**src/rtl/clock_pkg.sv**
```systemverilog
// clock_pkg: shared types and default parameters for the clock input path
package clock_pkg;
    typedef enum logic [1:0] {IDLE, DELAY, REPEAT, LOCK} rpt_state_t;
    typedef enum logic [1:0] {HOURS, MINUTES, CLOCK} mode_t;
    localparam int TICK_DIV_DEF     = 1000;
    localparam int DB_TICKS_DEF     = 2;
    localparam int REPEAT_DELAY_DEF = 50;
    localparam int REPEAT_RATE_DEF  = 10;
    function automatic int cnt_w(input int n);
        return (n > 1) ? $clog2(n) : 1;
    endfunction
endpackage

```
**src/rtl/btn_debounce.sv**
```systemverilog
// btn_debounce: two-flop synchronizer followed by a tick-sampled debouncer
module btn_debounce import clock_pkg::*; #(
    parameter int DB_TICKS = DB_TICKS_DEF
) (
    input  logic clk,
    input  logic reset,
    input  logic tick,
    input  logic pb,
    output logic level,
    output logic level_nx
);
    localparam int CW = cnt_w(DB_TICKS);
    logic [1:0]    sync_q, sync_d;
    logic          db_q, db_d;
    logic [CW-1:0] cnt_q, cnt_d;
    // level_nx exposes the flip in the same cycle as the qualifying tick
    always_comb begin
        sync_d = {sync_q[0], pb};
        db_d   = db_q;
        cnt_d  = cnt_q;
        if (sync_q[1] == db_q)
            cnt_d = '0;
        else if (tick) begin
            if (cnt_q == CW'(DB_TICKS - 1)) begin
                db_d  = ~db_q;
                cnt_d = '0;
            end else
                cnt_d = cnt_q + CW'(1);
        end
    end
    always_ff @(posedge clk) begin
        if (reset) begin
            sync_q <= '0;
            db_q   <= 1'b0;
            cnt_q  <= '0;
        end else begin
            sync_q <= sync_d;
            db_q   <= db_d;
            cnt_q  <= cnt_d;
        end
    end
    assign level    = db_q;
    assign level_nx = db_d;
endmodule

```
**src/rtl/clock_input_ctrl.sv**
```systemverilog
// clock_input_ctrl: tick prescaler, button conditioning and inc/dec auto-repeat
module clock_input_ctrl import clock_pkg::*; #(
    parameter int TICK_DIV     = TICK_DIV_DEF,
    parameter int DB_TICKS     = DB_TICKS_DEF,
    parameter int REPEAT_DELAY = REPEAT_DELAY_DEF,
    parameter int REPEAT_RATE  = REPEAT_RATE_DEF
) (
    input  logic clk,
    input  logic reset,
    input  logic pb_state,
    input  logic pb_inc,
    input  logic pb_dec,
    output logic tick,
    output logic state,
    output logic inc,
    output logic dec,
    output logic held
);
    localparam int PW = cnt_w(TICK_DIV);
    localparam int RW = cnt_w(REPEAT_DELAY > REPEAT_RATE ? REPEAT_DELAY : REPEAT_RATE);
    logic [PW-1:0] pre_q, pre_d;
    logic [RW-1:0] rcnt_q, rcnt_d, limit;
    rpt_state_t    rs_q, rs_d;
    logic          tick_q, tick_d, state_q, state_d, inc_q, inc_d, dec_q, dec_d, held_q, held_d;
    logic          dir_q, dir_d, fire, own, other;
    logic          st_l, st_nx, inc_l, inc_nx, dec_l, dec_nx, inc_r, dec_r;
    btn_debounce #(.DB_TICKS(DB_TICKS)) u_db_state (
        .clk(clk), .reset(reset), .tick(tick_q), .pb(pb_state), .level(st_l), .level_nx(st_nx)
    );
    btn_debounce #(.DB_TICKS(DB_TICKS)) u_db_inc (
        .clk(clk), .reset(reset), .tick(tick_q), .pb(pb_inc), .level(inc_l), .level_nx(inc_nx)
    );
    btn_debounce #(.DB_TICKS(DB_TICKS)) u_db_dec (
        .clk(clk), .reset(reset), .tick(tick_q), .pb(pb_dec), .level(dec_l), .level_nx(dec_nx)
    );
    assign inc_r = inc_nx & ~inc_l;
    assign dec_r = dec_nx & ~dec_l;
    // tick is registered one count early so it is high while pre_q == TICK_DIV-1
    always_comb begin
        pre_d   = (pre_q == PW'(TICK_DIV - 1)) ? '0 : pre_q + PW'(1);
        tick_d  = (pre_q == PW'(TICK_DIV - 2));
        state_d = st_nx & ~st_l;
    end
    always_comb begin
        rs_d   = rs_q;
        dir_d  = dir_q;
        rcnt_d = rcnt_q;
        fire   = 1'b0;
        own    = dir_q ? dec_nx : inc_nx;
        other  = dir_q ? inc_nx : dec_nx;
        limit  = (rs_q == DELAY) ? RW'(REPEAT_DELAY - 1) : RW'(REPEAT_RATE - 1);
        case (rs_q)
            IDLE: if (inc_r | dec_r) begin
                if (inc_nx & dec_nx)
                    rs_d = LOCK;
                else begin
                    fire   = 1'b1;
                    dir_d  = dec_r;
                    rcnt_d = '0;
                    rs_d   = DELAY;
                end
            end
            DELAY, REPEAT: begin
                if (!own)
                    rs_d = IDLE;
                else if (other)
                    rs_d = LOCK;
                else if (tick_q) begin
                    if (rcnt_q == limit) begin
                        fire   = 1'b1;
                        rcnt_d = '0;
                        rs_d   = REPEAT;
                    end else
                        rcnt_d = rcnt_q + RW'(1);
                end
            end
            LOCK: if (!inc_nx && !dec_nx) rs_d = IDLE;
            default: rs_d = IDLE;
        endcase
        inc_d  = fire & ~dir_d;
        dec_d  = fire & dir_d;
        held_d = (rs_d == DELAY) || (rs_d == REPEAT);
    end
    always_ff @(posedge clk) begin
        if (reset) begin
            pre_q   <= '0;
            tick_q  <= 1'b0;
            state_q <= 1'b0;
            inc_q   <= 1'b0;
            dec_q   <= 1'b0;
            held_q  <= 1'b0;
            rs_q    <= IDLE;
            dir_q   <= 1'b0;
            rcnt_q  <= '0;
        end else begin
            pre_q   <= pre_d;
            tick_q  <= tick_d;
            state_q <= state_d;
            inc_q   <= inc_d;
            dec_q   <= dec_d;
            held_q  <= held_d;
            rs_q    <= rs_d;
            dir_q   <= dir_d;
            rcnt_q  <= rcnt_d;
        end
    end
    assign tick  = tick_q;
    assign state = state_q;
    assign inc   = inc_q;
    assign dec   = dec_q;
    assign held  = held_q;
endmodule

```
**config.mk**
```make
export PLATFORM = sky130hd
export DESIGN_NAME = clock_input_ctrl
export DESIGN_NICKNAME = d
export VERILOG_FILES = /design/src/rtl/clock_pkg.sv /design/src/rtl/btn_debounce.sv /design/src/rtl/clock_input_ctrl.sv
export SDC_FILE = /design/constraint.sdc
export NUM_CORES = 1
export LEC_CHECK = 0
export CELL_PAD_IN_SITES_DETAIL_PLACEMENT = 0
export CELL_PAD_IN_SITES_GLOBAL_PLACEMENT = 1
export CORE_MARGIN = 4
export CORE_UTILIZATION = 49
export CTS_CLUSTER_DIAMETER = 120
export DETAILED_ROUTE_END_ITERATION = 6
export PLACE_DENSITY_LB_ADDON = 0.1
export SKIP_CTS_REPAIR_TIMING = 1
export SYNTH_ARGS = -nofsm -noshare
export SYNTH_HDL_FRONTEND = slang
export SYNTH_HIERARCHICAL = 1
export SYNTH_SLANG_ARGS = --single-unit
```
**constraint.sdc**
```tcl
create_clock -name clk -period 4.7 [get_ports clk]
set_input_delay 0.705 -clock clk [delete_from_list [all_inputs] [get_ports clk]]
set_output_delay 0.705 -clock clk [all_outputs]
set_load 0.05 [all_outputs]
```
==> results.cfg, run 1 <==
[finish]
final_nets = 211
final_area_um2 = 1980
drive_gt1_frac = 0.110
diodes = 0
syn_to_final_growth_pct = 11.7

[synth]
syn_nets = 200
synth_edf_count = 0
avgSynthCellArea_um2 = 9.42
syn-cell-area_um2 = 1770
synth-seq-cells = 36
synth_cells = 188
seq_area_frac_synth = 0.407
yosysUniqueCellTypes = 47
yosysWarnings = 6
ys_async_sr_fraction = 0
synth_ff_type = dfxtp_1

[outcome]
status = complete, no violations

[sta]
final.setup.tns_ns = 0
tightest_slew_ns = 0.517
layout_min_cycle_time_ns = 2.62
setup_violations = 0
skew_ns = 0.00691
hold_viol_final = 0
min_period_over_period = 0.556
timing.slew.headroom = 0.654
max_freq_mhz = 382
finalMaxSlewViolations = 0
holdWs_ns = 0.450
rsz0062_at_grt = no

[global_routing]
use_met3 = 0.0345
first_global_vias = 1284
use_met1 = 0.183
met2_usage = 0.279
grt_usage = 0.160
antenna_found_initial = 0
grt_max_degree = 16
busiest_layer = met2
grt-ovfl-total = 0
grt_pass1_wl_um = 5550

[cts]
cts.clk_slew.worst_paths_ns = 0.11
htree_levels = 2
numCtsBuffers = 5
root_buffer = clkbuf_4
cts.path.max_buffers = 2
cts_tree = built
clock_latency_ns = 0.33
cts.sinks = 36

[critical_path]
cp.arrival_ns = 2.89
cp_max_fo = 13
endpoint_kind = flop
crit_type = reg -> reg
worst_ep_required_time_ns = 4.98
cp-start-kind = flop

[power]
ir_worst_vdd_v = 0.000198
p_leak_uw = 0.000745
intPower_uw = 428
p_sw_uw = 115
swShare = 0.212
clkPwrFrac = 0.394
power_frac_comb = 0.030
power_frac_seq = 0.575
p_per_area_nw_per_um2 = 275

[placement]
gp_congestion = 0.814
portBuffers = 9
post_dp_cell_area_um2 = 1900
hpwl_um = 2310

[floorplanning]
dieArea_um2 = 4640
die_w_um = 68.1
initial_utilization = 0.518
die_h_um = 68.1
io_pins = 10
core_area_um2 = 3420
fp-row-count = 21

[job]
maxCapViolations = 0

[routing]
routed_wl_um = 3120
vias = 1327
wl_per_cell_um = 12.7
drtIter0Drc = 74
postRouteAntennaNets = 0
via_per_inst = 5.39
drc = 0
first_pass_iters = 4

[hold_path]
holdCritPathClass = reg -> reg
## area by class of cell
| cell class | count | area [um^2] |
|---|---|---|
| clock inverter | 3 | 42.5 |
| tap | 46 | 57.6 |
| fill | 319 | 1440 |
| timing repair buffer | 10 | 97.6 |
| multi-input combinational | 138 | 992 |
| sequential | 36 | 721 |
| inverter | 8 | 30.0 |
| clock buffer | 5 | 37.5 |
## flip-flops by register name, summed over array words and instances (netlist names), 2 cells and up
register,cells
rcnt_q,6
u_db_state/sync_q,2
pre_q,10
rs_q,2
u_db_dec/sync_q,2
u_db_inc/sync_q,2
## power by group through the flow
stage / logic, uW / registers [uW] / clock network, uW
after floorplan: 9.63 / 319 / 0
after global placement: 16.5 / 320 / 0
after detailed placement: 16.9 / 320 / 0
after CTS: 16.9 / 313 / 222
after global routing: 18.8 / 314 / 237
final: 16.5 / 313 / 214
## through the flow
step,total power [uW],worst slack [ns],cells,util
floorplan,329,2.19,188,-
global placement,336,2.28,238,0.556
detailed placement,337,2.16,238,0.556
CTS,552,2.08,246,0.579
global route,570,1.89,246,0.579
finish,544,2.08,246,0.579
## worst paths after layout
path | from | to | slack [ns] | cells after the start
worst max-delay path | tick | rcnt_q[2] | 2.08 | 7
worst min-delay path | u_db_inc/sync_q[0] | u_db_inc/sync_q[1] | 0.45 | 1
worst max register to register | tick | rcnt_q[2] | 2.08 | 7
worst min register to register | u_db_inc/sync_q[0] | u_db_inc/sync_q[1] | 0.45 | 1
## routing by layer
| metal | part of all wire | up-vias |
|---|---|---|
| li1 | - | 685 |
| met1 | 0.46 | 621 |
| met2 | 0.50 | 17 |
| met3 | 0.030 | 4 |
| met4 | 0.012 | 0 |
| met5 | 0 | - |
## synth_stat cells (5+ instances only)
| cell | instances | area [um^2] |
|---|---|---|
| and3_1 | 8 | 50.1 |
| dfxtp_1 | 36 | 721 |
| ha_1 | 7 | 87.6 |
| inv_1 | 8 | 30.0 |
| nand2_1 | 6 | 22.5 |
| nand3_1 | 7 | 35.0 |
| nor2_1 | 21 | 78.8 |
| nor2b_1 | 6 | 37.5 |
| nor3_1 | 6 | 30.0 |
| nor3b_1 | 8 | 60.1 |
| o21ai_1 | 5 | 25.0 |
| xnor2_1 | 11 | 96.3 |
## logic make-up after synthesis
family          after synthesis  synth area share
compound gates               34             0.158
mux                           4            0.0261
fa+ha+maj                     7            0.0495
simple gates                 79             0.258
flops                        36             0.407
xor+xnor                     14            0.0693
buf+inv                      14            0.0325
## placed cells by master, fill, tap and decap left out, drive strengths merged, types with 3 or more instances in the layout
| cell type | netlist | layout |
|---|---|---|
| nor3b | 9 | 9 |
| ha | 7 | 7 |
| nand3 | 7 | 7 |
| dfxtp | 36 | 36 |
| nor2 | 21 | 21 |
| nor2b | 6 | 6 |
| a21oi | 9 | 9 |
| and3 | 9 | 9 |
| and3b | 3 | 3 |
| xnor2 | 11 | 11 |
| nand2b | 4 | 4 |
| o21ai | 6 | 6 |
| clkbuf | 4 | 5 |
| nor3 | 6 | 6 |
| xor2 | 3 | 3 |
| nand2 | 6 | 6 |
| inv | 8 | 8 |
| a32o | 4 | 4 |
| clkdlybuf4s50 | 0 | 9 |
| a21bo | 3 | 3 |
## worst max-delay path: stages (launching register included)
cell and delay (ns):
dfxtp_1 0.63, nand3_1 0.19, nand2_1 0.33, or3b_1 0.41, a31o_1 0.26, a21oi_4 0.19, nor3b_2 0.38, a32o_1 0.18
(Power assumes the default switching activity.)
==> inputs of run 2 (changes only) <==
Settings changed: CORE_UTILIZATION 49 to 45.
Clock period 4.7 ns to 2.6 ns, I/O delays scaled along.
==> run 2 against run 1 <==
Wire length grew 4.7%. Clock skew grew 0.0019 ns. Critical path depth is the same. Core utilization shrank 3.8 points. Sequential power grew 81%. Worst hold slack lost 0.013 ns. Worst setup slack lost 1.8 ns. Die area grew 7.8%. Non-clock buffer count grew 4. Critical path type unchanged. Global-route usage shrank 1.5 points. Largest cell class unchanged.
==> results.cfg, run 2 (same netlist as run 1, synthesis figures left out) <==
[finish]
regMostFlops = pre_q
final_common_cell = dfxtp_1
syn_to_final_growth_pct = 14.5
multiInputGateArea_um2 = 992
diodes = 0
fillers = 360
drive_gt1_frac = 0.123
ff_latch_area_um2 = 721
largest_reg_flops = 10
final_nets = 215
largest_registers = pre_q (10), rcnt_q (6)
final_cell_mix = 36 x dfxtp_1, 21 x nor2_1, 11 x xnor2_1

[critical_path]
worst_ep_required_time_ns = 2.83
reg2reg_slack_ns = 0.26
cp.arrival_ns = 2.57
slowest_delay_ns = 0.54
cp_max_fo = 10
endpoint_kind = flop
crit_type = reg -> reg
slowest_stage = dfxtp_1
cp-start-kind = flop
cp_cell_sequence = nand3_1 -> nand2_1 -> or3b_1 -> a31o_1 -> a21oi_4 -> nor3b_2 -> a32o_1

[routing]
postRouteAntennaNets = 0
via_per_inst = 5.27
drc = 0
vias = 1323
routed_wl_um = 3270
wl_per_cell_um = 13.0
first_pass_iters = 4
drtIter0Drc = 125

[cts]
cts.sinks = 36
cts.clk_slew.worst_paths_ns = 0.07
clock_latency_ns = 0.28
numCtsBuffers = 5
root_buffer = clkbuf_8
cts_tree = built
cts.path.max_buffers = 2
htree_levels = 2

[global_routing]
use_met1 = 0.180
grt-ovfl-total = 0
use_met3 = 0.0483
grt_max_degree = 17
met2_usage = 0.238
first_global_vias = 1285
grt_usage = 0.145
busiest_layer = met2
antenna_found_initial = 0
grt_pass1_wl_um = 5840

[sta]
tightest_slew_ns = 0.512
rsz0062_at_grt = no
min_period_over_period = 0.902
skew_ns = 0.00881
finalMaxSlewViolations = 0
setup_violations = 0
hold_viol_final = 0
timing.slew.headroom = 0.658
worst_slack_ns = 0.255
max_freq_mhz = 426
layout_min_cycle_time_ns = 2.34
final.setup.tns_ns = 0

[power]
ir_worst_vdd_v = 0.000362
p_leak_uw = 0.000775
p_per_area_nw_per_um2 = 503

[floorplanning]
die_w_um = 70.7
initial_utilization = 0.473
core_area_um2 = 3740
die_h_um = 70.7
dieArea_um2 = 5000
fp-row-count = 22
io_pins = 10

[placement]
portBuffers = 9
dp_slack_ns = 0.292
gp_congestion = 0.775
hpwl_um = 2390

[outcome]
status = complete, no violations

[job]
maxCapViolations = 0

[hold_path]
holdCritPathClass = reg -> reg
## run 2: final timing paths
kind                 startpoint            endpoint  cells past startpoint
min reg2reg  u_db_dec/sync_q[0]  u_db_dec/sync_q[1]                      1
min          u_db_dec/sync_q[0]  u_db_dec/sync_q[1]                      1
max reg2reg                tick           rcnt_q[3]                      7
max                        tick           rcnt_q[3]                      7
## run 2: layer usage
metal,part of all wire,wire (um)
met1,0.49,1600
met2,0.48,1570
met3,0.026,86
met4,0.0024,8
met5,0,0
## run 2: layout make-up
class                   instances  share of cell area
multi-input cells             138               0.490
flip-flops and latches         36               0.356
repair buffers                 14              0.0630
clock buffers                   7              0.0475
well taps                      48              0.0296
inverters                       8              0.0148
## run 2: power breakdown
part / internal [uW] / switching (uW) / leakage, uW / total [uW]
sequential: 560 / 6.27 / 0.000292 / 566
combinational: 15.1 / 16.1 / 0.000433 / 31.2
clock: 236 / 186 / 0.0000503 / 422
## run 2: metrics by stage
step / instances / utilization / hold slack [ns] / instance area, um^2 / power, uW
CTS: 251 / 0.541 / 0.439 / 2030 / 1040
floorplan: 188 / - / 0.414 / 1770 / 594
finish: 251 / 0.541 / 0.437 / 2030 / 1020
global route: 251 / 0.541 / 0.455 / 2030 / 1060
detailed placement: 244 / 0.516 / 0.423 / 1930 / 610
global placement: 244 / 0.516 / 0.420 / 1930 / 609
## run 2: worst max-delay path, delay by kind of cell (launching register included)
kind / cells / cell delay [ns]
AND/OR/NAND/NOR: 4 / 1.12
AO/OA/AOI/OAI: 3 / 0.63
flip-flops: 1 / 0.54
==> inputs of run 3 (changes only) <==
Settings changed: CORE_UTILIZATION 45 to 48, CTS_BUF_LIST set to sky130_fd_sc_hd__clkbuf_4 sky130_fd_sc_hd__clkbuf_8.
==> run 3 against run 2 <==
Largest cell class unchanged. Core utilization up 4.7 points. Via count up 2.1%. Largest power group unchanged. Die area down 5.6%. Critical path type unchanged.
==> results.cfg, run 3 (same netlist as run 1, synthesis figures left out) <==
[sta]
finalMaxSlewViolations = 0
setup_violations = 0
rsz0062_at_grt = no
holdWs_ns = 0.443
hold_viol_final = 0
timing.slew.headroom = 0.666
min_period_over_period = 0.895
layout_min_cycle_time_ns = 2.33
tightest_slew_ns = 0.500
max_freq_mhz = 430
final.setup.tns_ns = 0
skew_ns = 0.00701

[global_routing]
grt-ovfl-total = 0
first_global_vias = 1350
grt_usage = 0.164
grt_pass1_wl_um = 5760
grt_max_degree = 17
antenna_found_initial = 0

[routing]
vias = 1351
wl_met2_um = 1560
drtIter0Drc = 105
postRouteAntennaNets = 0
via_per_inst = 5.43
drc = 0
met3_length_um = 94
first_pass_iters = 4
highest_layer = met4
routed_wl_um = 3230
wl_per_cell_um = 13.0
met1_length_um = 1530

[floorplanning]
die_h_um = 68.7
core_area_um2 = 3440
fp-row-count = 21
io_pins = 10
die_w_um = 68.7
dieArea_um2 = 4720
initial_utilization = 0.514

[finish]
diodes = 0
final_cell_mix = 36 x dfxtp_1, 21 x nor2_1, 11 x xnor2_1
final_core_util = 0.588
fin_cells = 249
syn_to_final_growth_pct = 14.3
regMostFlops = pre_q
final_nets = 214
final_common_cell = dfxtp_1
drive_gt1_frac = 0.123
fillers = 312
largest_registers = pre_q (10), rcnt_q (6)
largest_reg_flops = 10

[hold_path]
holdCritPathClass = reg -> reg
hold_depth = 1
hold_start = u_db_dec/sync_q[0]

[cts]
clock_latency_ns = 0.29
numCtsBuffers = 5
cts.sinks = 36
cts.clk_slew.worst_paths_ns = 0.08
root_buffer = clkbuf_8
htree_levels = 2
cts_tree = built
cts.path.max_buffers = 2

[critical_path]
r2r.worst_path.cells = 7
crit_start = u_db_dec/level
crit_type = reg -> reg
endpoint_kind = flop
reg2reg_from = u_db_dec/level
worst_ep_required_time_ns = 2.84
cp_max_fo = 13
cp-start-kind = flop
cp.arrival_ns = 2.57

[placement]
gp_congestion = 0.889
portBuffers = 9
placedCellCount = 241
hpwl_um = 2320

[power]
p_per_area_nw_per_um2 = 500
p_total_uw = 1010
ir_worst_vdd_v = 0.000420
p_leak_uw = 0.000763

[job]
maxCapViolations = 0

[outcome]
status = complete, no violations
-- run 3: layout make-up --
class                           instances  area [um^2]  share of cell area
Timing Repair Buffer                   13          120              0.0593
Multi-Input combinational cell        138          998               0.493
Clock buffer                            6         82.6              0.0408
Tap cell                               46         57.6              0.0284
Sequential cell                        36          721               0.356
Inverter                                8         30.0              0.0148
Clock inverter                          2         15.0             0.00742
-- run 3: layer usage --
| layer | vias up | global-route usage |
|---|---|---|
| met5 | - | 0 |
| li1 | 688 | - |
| met3 | 5 | 0.0454 |
| met4 | 0 | 0.0803 |
| met2 | 16 | 0.284 |
| met1 | 642 | 0.183 |
-- run 3: worst max-delay path, stage by stage, from the launching register on --
cell and delay [ns]:
dfxtp_1 0.40, a21bo_1 0.25, nand2_1 0.29, or3b_1 0.41
a31o_1 0.26, a21oi_4 0.20, nor3b_4 0.31, a32o_2 0.17
-- run 3: final timing paths --
path / endpoint / slack (ns)
max reg2reg: rcnt_q[4] / 0.27
max: rcnt_q[4] / 0.27
min: u_db_dec/sync_q[1] / 0.44
min reg2reg: u_db_dec/sync_q[1] / 0.44
-- run 3: stage by stage --
| stage | setup slack, ns | instance area, um^2 |
|---|---|---|
| 6_report | 0.273 | 2020 |
| 5_1_grt | 0.0998 | 2020 |
| 4_1_cts | 0.225 | 2020 |
| 3_5_place_dp | 0.236 | 1920 |
| 3_3_place_gp | 0.317 | 1920 |
| 2_1_floorplan | 0.0863 | 1770 |
-- run 3: power by group --
part	switching (uW)	internal, uW	total [uW]
logic	15.9	15.1	31.0
registers	6.22	559	566
clock network	201	214	416
